[src/rtl/pwm_pkg.sv]
// Shared definitions for the PWM UDP control path: counter width, frame magic,
// FSM state encoding and frame-word packing helpers.
package pwm_pkg;

  localparam int         PWM_CNT_W     = 28;
  localparam logic [7:0] PWM_HDR_MAGIC = 8'hA5;
  // Wide enough to hold CHANNEL_NUM itself (up to 32) as a "past the end" index.
  localparam int         PWM_IDX_W     = 6;

  typedef enum logic [2:0] {
    ST_IDLE = 3'd0,
    ST_HDR  = 3'd1,
    ST_CH_A = 3'd2,
    ST_CH_B = 3'd3,
    ST_CSUM = 3'd4
  } pwm_state_e;

  function automatic logic [31:0] pwm_hdr_word(input logic [7:0] ftype,
                                               input logic [7:0] nch,
                                               input logic [7:0] seq);
    return {PWM_HDR_MAGIC, ftype, nch, seq};
  endfunction

  function automatic logic [31:0] pwm_word_a(input logic                 en,
                                             input logic [PWM_CNT_W-1:0] period);
    return {en, 3'b000, period};
  endfunction

  function automatic logic [31:0] pwm_word_b(input logic [PWM_CNT_W-1:0] hlevel);
    return {4'h0, hlevel};
  endfunction

endpackage

[src/rtl/pwm_status_snap.sv]
// Snapshot registers for every channel's live PWM config, plus a mux that
// presents the channel selected by idx (all-zero when idx is out of range).
module pwm_status_snap
  import pwm_pkg::*;
#(
  parameter int CHANNEL_NUM = 8
) (
  input  logic                             clk,
  input  logic                             rst_n,
  input  logic                             capture,
  input  logic [CHANNEL_NUM-1:0]           ch_en,
  input  logic [PWM_CNT_W*CHANNEL_NUM-1:0] ch_period,
  input  logic [PWM_CNT_W*CHANNEL_NUM-1:0] ch_hlevel,
  input  logic [PWM_IDX_W-1:0]             idx,
  output logic                             sel_en,
  output logic [PWM_CNT_W-1:0]             sel_period,
  output logic [PWM_CNT_W-1:0]             sel_hlevel
);

  logic                 en_r     [CHANNEL_NUM];
  logic [PWM_CNT_W-1:0] period_r [CHANNEL_NUM];
  logic [PWM_CNT_W-1:0] hlevel_r [CHANNEL_NUM];

  // Capture all channels together so the frame reflects one instant.
  always_ff @(posedge clk or negedge rst_n) begin
    if (!rst_n) begin
      for (int i = 0; i < CHANNEL_NUM; i++) begin
        en_r[i]     <= 1'b0;
        period_r[i] <= '0;
        hlevel_r[i] <= '0;
      end
    end else if (capture) begin
      for (int i = 0; i < CHANNEL_NUM; i++) begin
        en_r[i]     <= ch_en[i];
        period_r[i] <= ch_period[PWM_CNT_W*i +: PWM_CNT_W];
        hlevel_r[i] <= ch_hlevel[PWM_CNT_W*i +: PWM_CNT_W];
      end
    end
  end

  // AND-OR select keyed on idx; an index past the last channel yields zero.
  always_comb begin
    sel_en     = 1'b0;
    sel_period = '0;
    sel_hlevel = '0;
    for (int i = 0; i < CHANNEL_NUM; i++) begin
      sel_en     = sel_en     | (en_r[i] & (idx == PWM_IDX_W'(i)));
      sel_period = sel_period | (period_r[i] & {PWM_CNT_W{idx == PWM_IDX_W'(i)}});
      sel_hlevel = sel_hlevel | (hlevel_r[i] & {PWM_CNT_W{idx == PWM_IDX_W'(i)}});
    end
  end

endmodule

[src/rtl/pwm_status_tx.sv]
// PWM status readback: snapshots every channel's config on request and streams
// it as a 32-bit UDP user frame. Define PWM_STATUS_CSUM_EN to append an XOR word.
module pwm_status_tx
  import pwm_pkg::*;
#(
  parameter int   CHANNEL_NUM    = 8,
  parameter int   PWM_PARAM_TYPE = 0,
  parameter logic FRAME_TUSER    = 1'b1
) (
  input  logic                             clk,
  input  logic                             rst_n,
  input  logic                             report_req,
  input  logic [CHANNEL_NUM-1:0]           ch_en,
  input  logic [PWM_CNT_W*CHANNEL_NUM-1:0] ch_period,
  input  logic [PWM_CNT_W*CHANNEL_NUM-1:0] ch_hlevel,
  output logic [31:0]                      tx_axis_udp_tdata,
  output logic                             tx_axis_udp_tvalid,
  input  logic                             tx_axis_udp_tready,
  output logic                             tx_axis_udp_tlast,
  output logic                             tx_axis_udp_tuser,
  output logic                             busy
);

  localparam logic [7:0]           FTYPE   = 8'(PWM_PARAM_TYPE);
  localparam logic [7:0]           NCH     = 8'(CHANNEL_NUM);
  localparam logic [PWM_IDX_W-1:0] IDX_END = PWM_IDX_W'(CHANNEL_NUM);
  localparam logic [PWM_IDX_W-1:0] IDX_LST = PWM_IDX_W'(CHANNEL_NUM - 1);

  pwm_state_e           state_r, n_state_s;
  logic [PWM_IDX_W-1:0] ch_idx_r, n_ch_idx_s;
  logic [7:0]           seq_r, n_seq_s;
  logic                 pending_r, n_pending_s;
  logic [31:0]          tdata_r, n_tdata_s;
  logic                 tvalid_r, n_tvalid_s;
  logic                 tlast_r, n_tlast_s;
  logic                 tuser_r, n_tuser_s;
  logic                 busy_r, n_busy_s;
  logic                 capture_s;
  logic                 accept_s, last_s;
  logic                 sel_en_s;
  logic [PWM_CNT_W-1:0] sel_period_s, sel_hlevel_s;
`ifdef PWM_STATUS_CSUM_EN
  logic [31:0]          csum_r, n_csum_s;
`endif

  pwm_status_snap #(.CHANNEL_NUM(CHANNEL_NUM)) u_snap (
    .clk        (clk),
    .rst_n      (rst_n),
    .capture    (capture_s),
    .ch_en      (ch_en),
    .ch_period  (ch_period),
    .ch_hlevel  (ch_hlevel),
    .idx        (ch_idx_r),
    .sel_en     (sel_en_s),
    .sel_period (sel_period_s),
    .sel_hlevel (sel_hlevel_s)
  );

  assign accept_s = tvalid_r & tx_axis_udp_tready;
  assign last_s   = accept_s & tlast_r;

  // Next-state and next-word logic; every output word is registered.
  always_comb begin
    n_state_s   = state_r;
    n_ch_idx_s  = ch_idx_r;
    n_seq_s     = seq_r;
    n_pending_s = pending_r;
    n_tdata_s   = tdata_r;
    n_tvalid_s  = tvalid_r;
    n_tlast_s   = tlast_r;
    n_tuser_s   = tuser_r;
    n_busy_s    = busy_r;
    capture_s   = 1'b0;
`ifdef PWM_STATUS_CSUM_EN
    n_csum_s    = csum_r;
`endif
    if (last_s) begin
      n_seq_s     = seq_r + 8'd1;
      n_pending_s = 1'b0;
      // A request seen now or earlier in the frame starts the next one back-to-back.
      if (pending_r || report_req) begin
        capture_s  = 1'b1;
        n_state_s  = ST_HDR;
        n_ch_idx_s = '0;
        n_tdata_s  = pwm_hdr_word(FTYPE, NCH, seq_r + 8'd1);
        n_tvalid_s = 1'b1;
        n_tlast_s  = 1'b0;
        n_tuser_s  = FRAME_TUSER;
        n_busy_s   = 1'b1;
`ifdef PWM_STATUS_CSUM_EN
        n_csum_s   = pwm_hdr_word(FTYPE, NCH, seq_r + 8'd1);
`endif
      end else begin
        n_state_s  = ST_IDLE;
        n_ch_idx_s = '0;
        n_tdata_s  = 32'h0000_0000;
        n_tvalid_s = 1'b0;
        n_tlast_s  = 1'b0;
        n_tuser_s  = 1'b0;
        n_busy_s   = 1'b0;
      end
    end else begin
      if (report_req && (state_r != ST_IDLE)) begin
        n_pending_s = 1'b1;
      end else begin
        n_pending_s = pending_r;
      end
      case (state_r)
        ST_IDLE: begin
          if (report_req) begin
            capture_s  = 1'b1;
            n_state_s  = ST_HDR;
            n_ch_idx_s = '0;
            n_tdata_s  = pwm_hdr_word(FTYPE, NCH, seq_r);
            n_tvalid_s = 1'b1;
            n_tlast_s  = 1'b0;
            n_tuser_s  = FRAME_TUSER;
            n_busy_s   = 1'b1;
`ifdef PWM_STATUS_CSUM_EN
            n_csum_s   = pwm_hdr_word(FTYPE, NCH, seq_r);
`endif
          end else begin
            n_state_s = ST_IDLE;
          end
        end
        ST_HDR: begin
          if (accept_s) begin
            n_state_s = ST_CH_A;
            n_tdata_s = pwm_word_a(sel_en_s, sel_period_s);
            n_tlast_s = 1'b0;
`ifdef PWM_STATUS_CSUM_EN
            n_csum_s  = csum_r ^ pwm_word_a(sel_en_s, sel_period_s);
`endif
          end else begin
            n_state_s = ST_HDR;
          end
        end
        ST_CH_A: begin
          // Index steps here so that CH_B already selects the next channel's A word.
          if (accept_s) begin
            n_state_s  = ST_CH_B;
            n_ch_idx_s = ch_idx_r + PWM_IDX_W'(1);
            n_tdata_s  = pwm_word_b(sel_hlevel_s);
`ifdef PWM_STATUS_CSUM_EN
            n_tlast_s  = 1'b0;
            n_csum_s   = csum_r ^ pwm_word_b(sel_hlevel_s);
`else
            n_tlast_s  = (ch_idx_r == IDX_LST);
`endif
          end else begin
            n_state_s = ST_CH_A;
          end
        end
        ST_CH_B: begin
          if (accept_s) begin
`ifdef PWM_STATUS_CSUM_EN
            if (ch_idx_r == IDX_END) begin
              n_state_s = ST_CSUM;
              n_tdata_s = csum_r;
              n_tlast_s = 1'b1;
            end else begin
              n_state_s = ST_CH_A;
              n_tdata_s = pwm_word_a(sel_en_s, sel_period_s);
              n_tlast_s = 1'b0;
              n_csum_s  = csum_r ^ pwm_word_a(sel_en_s, sel_period_s);
            end
`else
            n_state_s = ST_CH_A;
            n_tdata_s = pwm_word_a(sel_en_s, sel_period_s);
            n_tlast_s = 1'b0;
`endif
          end else begin
            n_state_s = ST_CH_B;
          end
        end
        default: begin
          n_state_s = state_r;
        end
      endcase
    end
  end

  // State and output registers.
  always_ff @(posedge clk or negedge rst_n) begin
    if (!rst_n) begin
      state_r   <= ST_IDLE;
      ch_idx_r  <= '0;
      seq_r     <= 8'd0;
      pending_r <= 1'b0;
      tdata_r   <= 32'h0000_0000;
      tvalid_r  <= 1'b0;
      tlast_r   <= 1'b0;
      tuser_r   <= 1'b0;
      busy_r    <= 1'b0;
`ifdef PWM_STATUS_CSUM_EN
      csum_r    <= 32'h0000_0000;
`endif
    end else begin
      state_r   <= n_state_s;
      ch_idx_r  <= n_ch_idx_s;
      seq_r     <= n_seq_s;
      pending_r <= n_pending_s;
      tdata_r   <= n_tdata_s;
      tvalid_r  <= n_tvalid_s;
      tlast_r   <= n_tlast_s;
      tuser_r   <= n_tuser_s;
      busy_r    <= n_busy_s;
`ifdef PWM_STATUS_CSUM_EN
      csum_r    <= n_csum_s;
`endif
    end
  end

  assign tx_axis_udp_tdata  = tdata_r;
  assign tx_axis_udp_tvalid = tvalid_r;
  assign tx_axis_udp_tlast  = tlast_r;
  assign tx_axis_udp_tuser  = tuser_r;
  assign busy               = busy_r;

endmodule
[config.mk]
export PLATFORM = sky130hd
export DESIGN_NAME = pwm_status_tx
export DESIGN_NICKNAME = d
export VERILOG_FILES = /design/src/rtl/pwm_pkg.sv /design/src/rtl/pwm_status_snap.sv /design/src/rtl/pwm_status_tx.sv
export SDC_FILE = /design/constraint.sdc
export NUM_CORES = 1
export LEC_CHECK = 0
export ABC_AREA = 1
export CORE_MARGIN = 10
export CORE_UTILIZATION = 40
export DETAILED_ROUTE_END_ITERATION = 6
export HOLD_SLACK_MARGIN = 0.08
export PLACE_DENSITY = 0.77
export SYNTH_ARGS = -nofsm -noshare
export SYNTH_HDL_FRONTEND = slang
export SYNTH_SLANG_ARGS = --single-unit
[constraint.sdc]
create_clock -name clk -period 3.6 [get_ports clk]
set_input_delay 0.36 -clock clk [delete_from_list [all_inputs] [get_ports clk]]
set_output_delay 0.36 -clock clk [all_outputs]
set_load 0.01 [all_outputs]
## After elaboration in Yosys (flattened, before gate mapping)

Index checks and enable logic that the tools add are counted.

| word-level totals | value |
|---|---|
| input port bits | 460 |
| output and inout port bits | 36 |
| logic and storage cells | 139 |
| register bits after elaboration | 508 |

| operators by class | value |
|---|---|
| bitwise gates (word level) | 47 |
| multiplexer cells | 31 |
| equal/unequal tests | 13 |
| $add $sub $neg | 2 |
| reduce and logical (&&, ||, !) cells | 15 |

Operators with widths:

| kind | count |
|---|---|
| AND 28 bit | 16 |
| bitwise OR 28 bit | 14 |
| two-way mux 32 bit | 5 |
| case mux 32 bit (3 select lines) | 1 |
| == test 6 x 3 -> 1 bit, second input constant | 4 |
| two-way mux 6 bit | 3 |
| two-way mux 1 bit | 17 |
| == test 6 x 2 -> 1 bit, second input constant | 2 |
| case mux 3 bit (4 select lines) | 1 |
| case mux 6 bit (2 select lines) | 1 |
| AND 1 bit | 10 |
| adder 8 x 1 -> 8 bit, second input constant | 1 |
| bitwise OR 1 bit | 7 |
| adder 6 x 1 -> 6 bit, second input constant | 1 |
| == test 3 x 2 -> 1 bit, second input constant | 2 |
| == test 6 x 1 -> 1 bit, second input constant | 1 |
| zero test 6 bit | 1 |
| != test 3 bit, second input constant | 2 |
| nonzero test 2 bit | 3 |
| nonzero test 3 bit | 2 |
| nonzero test 5 bit | 1 |
| AND reduction 4 bit | 1 |
| nonzero test 4 bit | 1 |
| == test 3 x 1 -> 1 bit, second input constant | 1 |
| 10 further kinds | 10 |

## Logic depth before layout (Yosys ltp)

| depth | value |
|---|---|
| depth in word-level cells | 12 |
| gate-level depth with buffers | 13 |

## By module

From an unflattened synthesis, not the netlist that was laid out.

| unflattened totals | value |
|---|---|
| cell total of the unflattened synthesis | 2313 |
| area, all modules | 24270.8 µm² |

Modules (own cells, without submodules):

| module | area an instance (µm²) | instances | cells each |
|---|---|---|---|
| pwm_status_snap | 21569.4 | 1 | 1960 |
| pwm_status_tx | 2701.3 | 1 | 353 |

## Worst setup path after synthesis

Ideal clock, no wire load.

| timing path | value |
|---|---|
| kind | register -> register |
| start point | register ch_idx_r[0] |
| end point | register tdata_r[19] (netlist: tx_axis_udp_tdata[19]) |
| required time | 3535 ps |
| setup time | 65 ps |
| path slack | 1833 ps |
| stages on the path, launching flop included | 14 |
| path buffers | 3 |
| clock period less this slack | 1767 ps |
| arrival | 1702 ps |
| cell sequence | dfrtp_1 > inv_1 > ha_1 > buf_2 > buf_2 > buf_1 > nand4_1 > o21ai_0 > nor2_1 > nand2_1 > nand2_1 > nand2_1 > nand2_1 > nand2_1 |

| between the ends | value |
|---|---|
| word-level cells in the longest chain between the ends | 12 |
| elaborated cells between the ends (all ways) | 42 |
| classes of those cells | eq/ne: 7; mux: 4; bitwise: 30; reduce/logical: 1 |

Ends and longest elaborated chain:

| what | line | text |
|---|---|---|
| start, declared | pwm_status_tx.sv:30 | `logic [PWM_IDX_W-1:0] ch_idx_r, n_ch_idx_s;` |
| start signal, assigned | pwm_status_tx.sv:200 | `ch_idx_r <= n_ch_idx_s;` |
| == test 6 x 1 -> 1 bit / zero test 6 bit (equally long branches) | pwm_status_snap.sv:48, pwm_status_snap.sv:49 |  |
| AND 28 bit (on tied branches) | pwm_status_snap.sv:48, pwm_status_snap.sv:49 |  |
| bitwise OR 28 bit (on tied branches) (7 in a row) | pwm_status_snap.sv:48, pwm_status_snap.sv:49 |  |
| two-way mux 32 bit (on tied branches) | pwm_status_tx.sv:127, pwm_status_tx.sv:155, pwm_status_tx.sv:140 |  |
| case mux 32 bit (3 select lines) (*) | pwm_status_tx.sv:108 | `case (state_r)` |
| two-way mux 32 bit (*) | pwm_status_tx.sv:77 | `if (last_s) begin` |
| end signal, assigned | pwm_status_tx.sv:203 | `tdata_r <= n_tdata_s;` |
| end, declared | pwm_status_tx.sv:33 | `logic [31:0] tdata_r, n_tdata_s;` |

Mark *: on every way between the ends. The rest lies on a longest branch, timed or not. The select of a mux whose other input is x is not followed.
A chain may end at the register's enable or synchronous reset.

## Worst setup path after layout

| timing path | value |
|---|---|
| start point | register ch_idx_r[5] |
| end point | register tdata_r[14] (netlist: tx_axis_udp_tdata[14]) |

The elaborated chain is that of the path after synthesis.

==> results.txt <==
Largest net degree at the start of global routing: 132
Drt drc: 1
Lkg Pwr: 15.5 nW
DRT Wirelength: 93.7 mm
R2R Setup Slk: 850 ps
Total core area: 58800 um^2
CP endpoint kind: flop
Worst slew pin tran: 806 ps
Max transition margin: 46.3%
Hold EP: u_snap.period_r[202]
Fmax: 0.364 GHz
Final Critical Period: 2750 ps
Most used cell, CP: nand2_1
FF+latch area: 12600 um^2
Max-cap violations: 0
Non-filler cells, final: 4290
WS Path Type: flop to flop
Unique masters post-synth: 33
Design Power: 0.0122 W
Fin crit share: 76.3%
PwrDens: 388 nW/um^2
HP Class: input pin to flop
Dpl hpwl: 65.4 mm
CP max stage cell: nand3_4
Arr. time, crit path: 3290 ps
DRT Pass-1 Iters: 7
CTS tree: built
Fraction of layout cells with a size suffix above 1: 5.07%
Vias in the first global route: 22515
Setup WS pre-CTS: 768 ps
Setup slack after layout: 855 ps
DP Cell Count: 4169
Ys flop type: dfrtp_1
Clock-pin slew on the worst setup and hold paths: 60 ps
Tot GR Track Use: 26.1%
Mapped cell area: 23700 um^2
Via density: 5.30
Synth Warn #: 0
H-tree levels: 2
Unrepaired setup endpoints after global routing: false
Peak supply drop: 0.338 mV
Register area share after synthesis: 53.4%
Antenna Nets Post-Route: 0
Final setup fails: 0
Slew Limit Fails: 0
Synth Area per Inst: 7.77 um^2
First-pass GRT wire length: 140 mm
Initial core utilization: 40.3%
Number of flops mapped to enable cells by yosys: 0
Hold slack: 286 ps
Hold Path Origin: ch_period[6]
Seq cells post-synth: 505
Critical path startpoint category: flop
Worst R2R Path Depth: 10
Final hold violations: 0
DR vias: 22739
Filler instances: 5385
Chip Width: 263 um
Asr flop ratio synth: 100%
R2R Path Start: ch_idx_r[5]
Clock Sinks: 505
Multi-input logic area: 9190 um^2
Synth Instances: 3046
Die H: 263 um
WL/cell: 21.8 um
GP Congestion: 0.930
Clk_lat worst skew: 600 ps
Reg2Reg Capture Point: tx_axis_udp_tdata[14]
Crit path largest cell delay: 560 ps
P&R area growth vs syn: 32.4%
Grt ovf: 0
Failing checks: DRC
Detailed router's first-iteration violation count: 2319
CP required: 4140 ps
Row cnt: 89
Die area: 69300 um^2
Port Buffers: 493
Setup bufs post-CTS: 0
Worst hold path depth: 3
CTS Buf Count: 55
Setup Skew: 12.9 ps
I/O pin total: 496
Clk buf depth: 3
Nets: 3919
TNS Setup: 0 ps
Initial antenna violation count: 34
Critical path cell sequence: nor2_4, nand3_4, buf_12, o21ai_0, nor2_1, nand2_1, nand2_1, nand2_1, nand2_1, nand2_1
Root Driver: clkbuf_16
Crit Path Max Fanout: 27
Status: finished with violations
## critical path, delay by kind of cell (launching register included)
kind                   cells  cell delay [ps]
and+or+nand+nor            8             1450
buffers and inverters      1              390
DFF                        1              420
AOI/OAI and AO/OA          1              390
## cell families after synthesis
| kind of cell | share of synthesized area, % |
|---|---|
| buffers and inverters | 8.07 |
| adder cells (fa/ha/maj) | 0.264 |
| AND/OR/NAND/NOR | 28.2 |
| other | 0.0158 |
| AO/OA/AOI/OAI | 9.81 |
| flip-flops | 53.4 |
| XOR/XNOR | 0.222 |
## repair_timing
item	CTS	global route
gates resized for setup	0	0
hold endpoints to repair	75	0
hold buffers	1	0
## layout by cell type (no fill, tap or decap), types with 2 or more instances in the layout
master,n
inv_2,6
nand3_1,22
nand2_2,2
nand2_1,1212
a21boi_1,2
clkbuf_1,13
buf_4,41
a21oi_1,17
ha_2,2
o22ai_1,3
clkbuf_8,11
ha_4,2
clkbuf_16,57
nand4_1,211
clkdlybuf4s50_1,492
diode_2,27
o21ai_0,140
clkinv_2,4
or2_2,5
nor2_1,133
buf_12,22
nand3_2,5
conb_1,2
clkinvlp_4,2
nor2_4,4
o21ai_1,289
nor2_2,4
xor2_1,6
nor3_1,10
inv_1,248
dfrtp_1,505
bufinv_16,5
## final cells by class
class	instances	area share (%)
clock inverters	12	0.619
diodes	27	0.216
repair buffers	557	18.2
flip-flops and latches	505	40.3
multi-input cells	2080	29.3
inverters	255	3.08
clock buffers	81	5.19
well taps	773	3.09
## routing by layer
layer  up-vias  global-route usage, %  share of wire [%]
met5         -                      0              0.089
met4        10                   15.1                5.1
met2      1075                   40.5                 46
met3       234                   6.26                8.2
li1      10570                      -                  -
met1     10850                   32.7                 40
## registers in the layout (all words and copies together), names as in the netlist
| register | cells |
|---|---|
| tx_axis_udp_tdata | 30 |
| u_snap.hlevel_r | 224 |
| u_snap.en_r | 8 |
| state_r | 2 |
| u_snap.period_r | 224 |
| pending_r | 1 |
| ch_idx_r | 6 |
| tx_axis_udp_tlast | 1 |
| busy | 1 |
| seq_r | 8 |
## worst max-delay path by stage
stage	to	startpoint	cells past startpoint	slack [ps]
floorplan	tx_axis_udp_tdata[19]	ch_idx_r[0]	13	1830
global placement	u_snap.period_r[164]	tx_axis_udp_tready	10	820
detailed placement	u_snap.period_r[172]	tx_axis_udp_tready	11	770
CTS	tx_axis_udp_tdata[9]	ch_idx_r[0]	11	840
global route	tx_axis_udp_tdata[6]	ch_idx_r[0]	11	710
finish	tx_axis_udp_tdata[14]	ch_idx_r[5]	10	850
## synth_stat cells (3+ instances only)
master,instances,area (um^2)
inv_2,7,26.3
nor2_4,4,45.0
o22ai_1,3,18.8
buf_2,98,490
o21ai_1,289,1450
nand4_1,211,1320
buf_1,18,67.6
xor2_1,6,52.6
nand2_1,1212,4550
inv_1,248,931
nor2_2,3,18.8
o21ai_0,140,701
nand3_1,26,130
buf_4,14,105
nor3_1,10,50.1
or2_2,5,31.3
a21oi_1,17,85.1
clkbuf_1,76,285
nor2_1,134,503
dfrtp_1,505,12600
ha_1,5,62.6
## per-stage QoR
| stage | cell area, um^2 | util, % |
|---|---|---|
| finish | 31300 | 53.3 |
| global route | 31300 | 53.3 |
| CTS | 31300 | 53.2 |
| detailed placement | 29400 | 50.1 |
| global placement | 29400 | 50.1 |
| floorplan | 23700 | - |
## power breakdown
| part | total, W | switching [W] | internal, W |
|---|---|---|---|
| clock network | 0.00583 | 0.00238 | 0.00345 |
| registers | 0.00568 | 0.0000000000000000000196 | 0.00568 |
| logic | 0.000669 | 0.000221 | 0.000447 |
(Power assumes the default switching activity.)
